`config.mk`:
```
export PLATFORM = sky130hd
export DESIGN_NAME = reverser
export DESIGN_NICKNAME = d
export VERILOG_FILES = /design/src/rtl/reverser.sv
export SDC_FILE = /design/constraint.sdc
export NUM_CORES = 1
export LEC_CHECK = 0
export CAP_MARGIN = 10
export CORE_AREA = 4 4 41 43
export DETAILED_ROUTE_END_ITERATION = 8
export DIE_AREA = 0 0 45 47
export GPL_ROUTABILITY_DRIVEN = 0
export REMOVE_ABC_BUFFERS = 1
export SLEW_MARGIN = 30
export SYNTH_ARGS = -nofsm -noshare
export SYNTH_HDL_FRONTEND = slang
export SYNTH_SLANG_ARGS = --single-unit
```
`constraint.sdc`:
```
create_clock -name clk -period 1.7 [get_ports clk]
set_input_delay 0.34 -clock clk [delete_from_list [all_inputs] [get_ports clk]]
set_output_delay 0.34 -clock clk [all_outputs]
set_load 0.02 [all_outputs]
```
`src/rtl/reverser.sv`:
```
// rtl/reverser.sv - registered 2**N-bit bit-order reverser built from gated butterfly stages
module reverser #(
    parameter int N = 3
) (
    input  logic              clk,
    input  logic              reset,
    input  logic [(2**N)-1:0] x,
    input  logic              s,
    input  logic              in_valid,
    output logic [(2**N)-1:0] out,
    output logic              out_valid
);
    localparam int W = 2 ** N;

    logic [N:0][W-1:0] stage_w;
    logic [W-1:0]      out_d, out_q;
    logic              out_valid_d, out_valid_q;

    assign stage_w[0] = x;

    // Stage j swaps adjacent 2**k-bit blocks (k = N-1-j); the XOR of all stage
    // strides is W-1, so the cascade lands every bit on its mirrored index.
    for (genvar j = 0; j < N; j++) begin : g_stage
        localparam int K = N - 1 - j;
        for (genvar i = 0; i < W; i++) begin : g_bit
            localparam int P = i ^ (1 << K);
            assign stage_w[j+1][i] = s ? stage_w[j][P] : stage_w[j][i];
        end
    end

    always_comb begin
        out_d       = out_q;
        out_valid_d = 1'b0;
        if (in_valid) begin
            out_d       = stage_w[N];
            out_valid_d = 1'b1;
        end
    end

    always_ff @(posedge clk) begin
        if (reset) begin
            out_q       <= '0;
            out_valid_q <= 1'b0;
        end else begin
            out_q       <= out_d;
            out_valid_q <= out_valid_d;
        end
    end

    assign out       = out_q;
    assign out_valid = out_valid_q;
endmodule

```
==> impl_metrics.tcl <==
set metrics [dict create \
    status "finished, final reports clean" \
    antennaDiodeCount 0 \
    viasPerCell 4.64 \
    cts_buffers 3 \
    crit_chain "clkdlybuf4s50_1" \
    hold_viol 0 \
    ys_seq_elements 9 \
    grt_usage 0.0928 \
    ant_nets 0 \
    critical_path_class "register to output pin" \
    drt_wl_total_um 806 \
    crit_buf_inv 1 \
    cp_slowest_stage_delay_ps 620 \
    multi_input_area_sq_um 176 \
    mostFrequentLayoutCell "clkdlybuf4s50_1" \
    ys_warn_count 0 \
    powerDensity_nw_per_um2 827 \
    worstSetupStartpointType "register" \
    synth_cell_type_count 8 \
    tightestPinTransition_ps 339 \
    cpLargestDelayFamily "buffers and inverters" \
    drc_errors 0 \
    peakVddDrop_mv 0.344 \
    cts.repair.resized 0 \
    seq_area_frac_synth 0.462 \
    drive_above_1_share 0.0833 \
    drv_slew 0 \
    clk_path_buf_depth 2 \
    fmax_mhz 647 \
    fillers 140 \
    numPortBuffers 20 \
    num_rows 13 \
    p_leak_nw 0.248 \
    ios 21 \
    fin_crit_ps 1550 \
    post-route-period-util 0.909 \
    clock_latency_ps 250 \
    postCtsHoldBufs 0 \
    grt_pass1_vias 354 \
    grt_max_degree 18 \
    wl_per_cell_um 10.7 \
    drtPass1Iterations 3 \
    initial_core_util 0.300 \
    synth_area_per_cell_sq_um 10.3 \
    timing.slew.headroom 0.773 \
    dieHeight_um 47 \
    grt_setup_unrepaired "false" \
    netlist_instances 38 \
    synthesis.area_sq_um 390 \
    drtIter0Drc 1 \
    syn_to_final_growth_pct 58.0 \
    final_cell_mix "clkdlybuf4s50_1, dfxtp_1, mux2i_1, nor2_1, a211oi_1" \
    dieWidth_um 45 \
    post-cts-setup-buffers 0 \
    total_power_uw 510 \
    h-tree-depth 1 \
    nNetsFinal 73 \
    crit_required_ps 1360 \
    cts_sinks 9 \
    via_count 348 \
    cts_tree "built" \
    critPathArrivalTime_ps 1210 \
    final.setup.tns_ps 0 \
    dieArea_sq_um 2120 \
    antenna_found_initial 0 \
    gr-total-overflow 0 \
    cap_violations 0 \
    path_max_fanout 2 \
    clk_pin_slew_ps 60 \
    cts-root-buf "clkbuf_4" \
    cpMaxStageDelayCell "clkdlybuf4s50_1" \
    seq_area_sq_um 180 \
    finalSetupViolations 0 \
    dp_hpwl_um 628 \
    clock_skew_ps 0 \
    critical_path.endpoint_type "output pin" \
    design.core.area_sq_um 1300 \
    grt_first_pass_wirelength_mm 1.40 \
    hp-class "register to register" \
]
-- area by class of cell --
cell class,instances,area share
timing repair buffer,22,0.349
tap,15,0.0304
sequential,9,0.292
multi-input combinational,25,0.286
clock buffer,4,0.0426
-- metrics by stage --
stage                     cells  cell area [sq um]  setup slack [ps]  hold slack (ps)   util
after floorplan              34                357               949              412      -
after global routing         75                617              81.3              523  0.474
after CTS                    75                617               140              487  0.474
after detailed placement     71                591               257              479  0.454
after global placement       71                591               289              474  0.454
final                        75                617               155              483  0.474
-- path summary, 6_finish.rpt --
kind	startpoint	end	slack, ps	cells after the start
worst max register to register	out[6]$_SDFFE_PP0P_	out[6]$_SDFFE_PP0P_	1000	2
worst min register to register	out[0]$_SDFFE_PP0P_	out[0]$_SDFFE_PP0P_	480	2
worst min-delay path	out[0]$_SDFFE_PP0P_	out[0]$_SDFFE_PP0P_	480	2
worst max-delay path	out[6]$_SDFFE_PP0P_	out[6]	150	1
-- per-layer routing --
metal | vias to the layer above | GRT usage | part of all wire
li1 | 183 | - | -
met1 | 148 | 0.106 | 0.45
met2 | 17 | 0.144 | 0.42
met3 | 0 | 0.0536 | 0.13
met4 | 0 | 0.0351 | 0
met5 | - | 0 | 0
-- sequential cells by signal (all words and copies together) (netlist names) --
register	cells
out	8
out_valid	1
-- cells by family after synthesis --
family / after synthesis / synth area share
flops: 9 / 0.462
simple gates: 9 / 0.0930
buf+inv: 4 / 0.0865
compound gates: 8 / 0.154
mux: 8 / 0.205
-- cells in the mapped netlist, drive strengths merged --
cell type	number	area, sq um
buf	4	33.8
nor2	8	30.0
dfxtp	9	180
nor2b	1	6.26
mux2i	8	80.1
a211oi	8	60.1
-- power breakdown --
group	switching, mW	leakage (nW)	internal, mW
Clock	0.0672	0.0150	0.0900
Combinational	0.0527	0.158	0.0671
Sequential	0.00691	0.0749	0.226
Note: power is estimated with default switching activity, not from simulation.
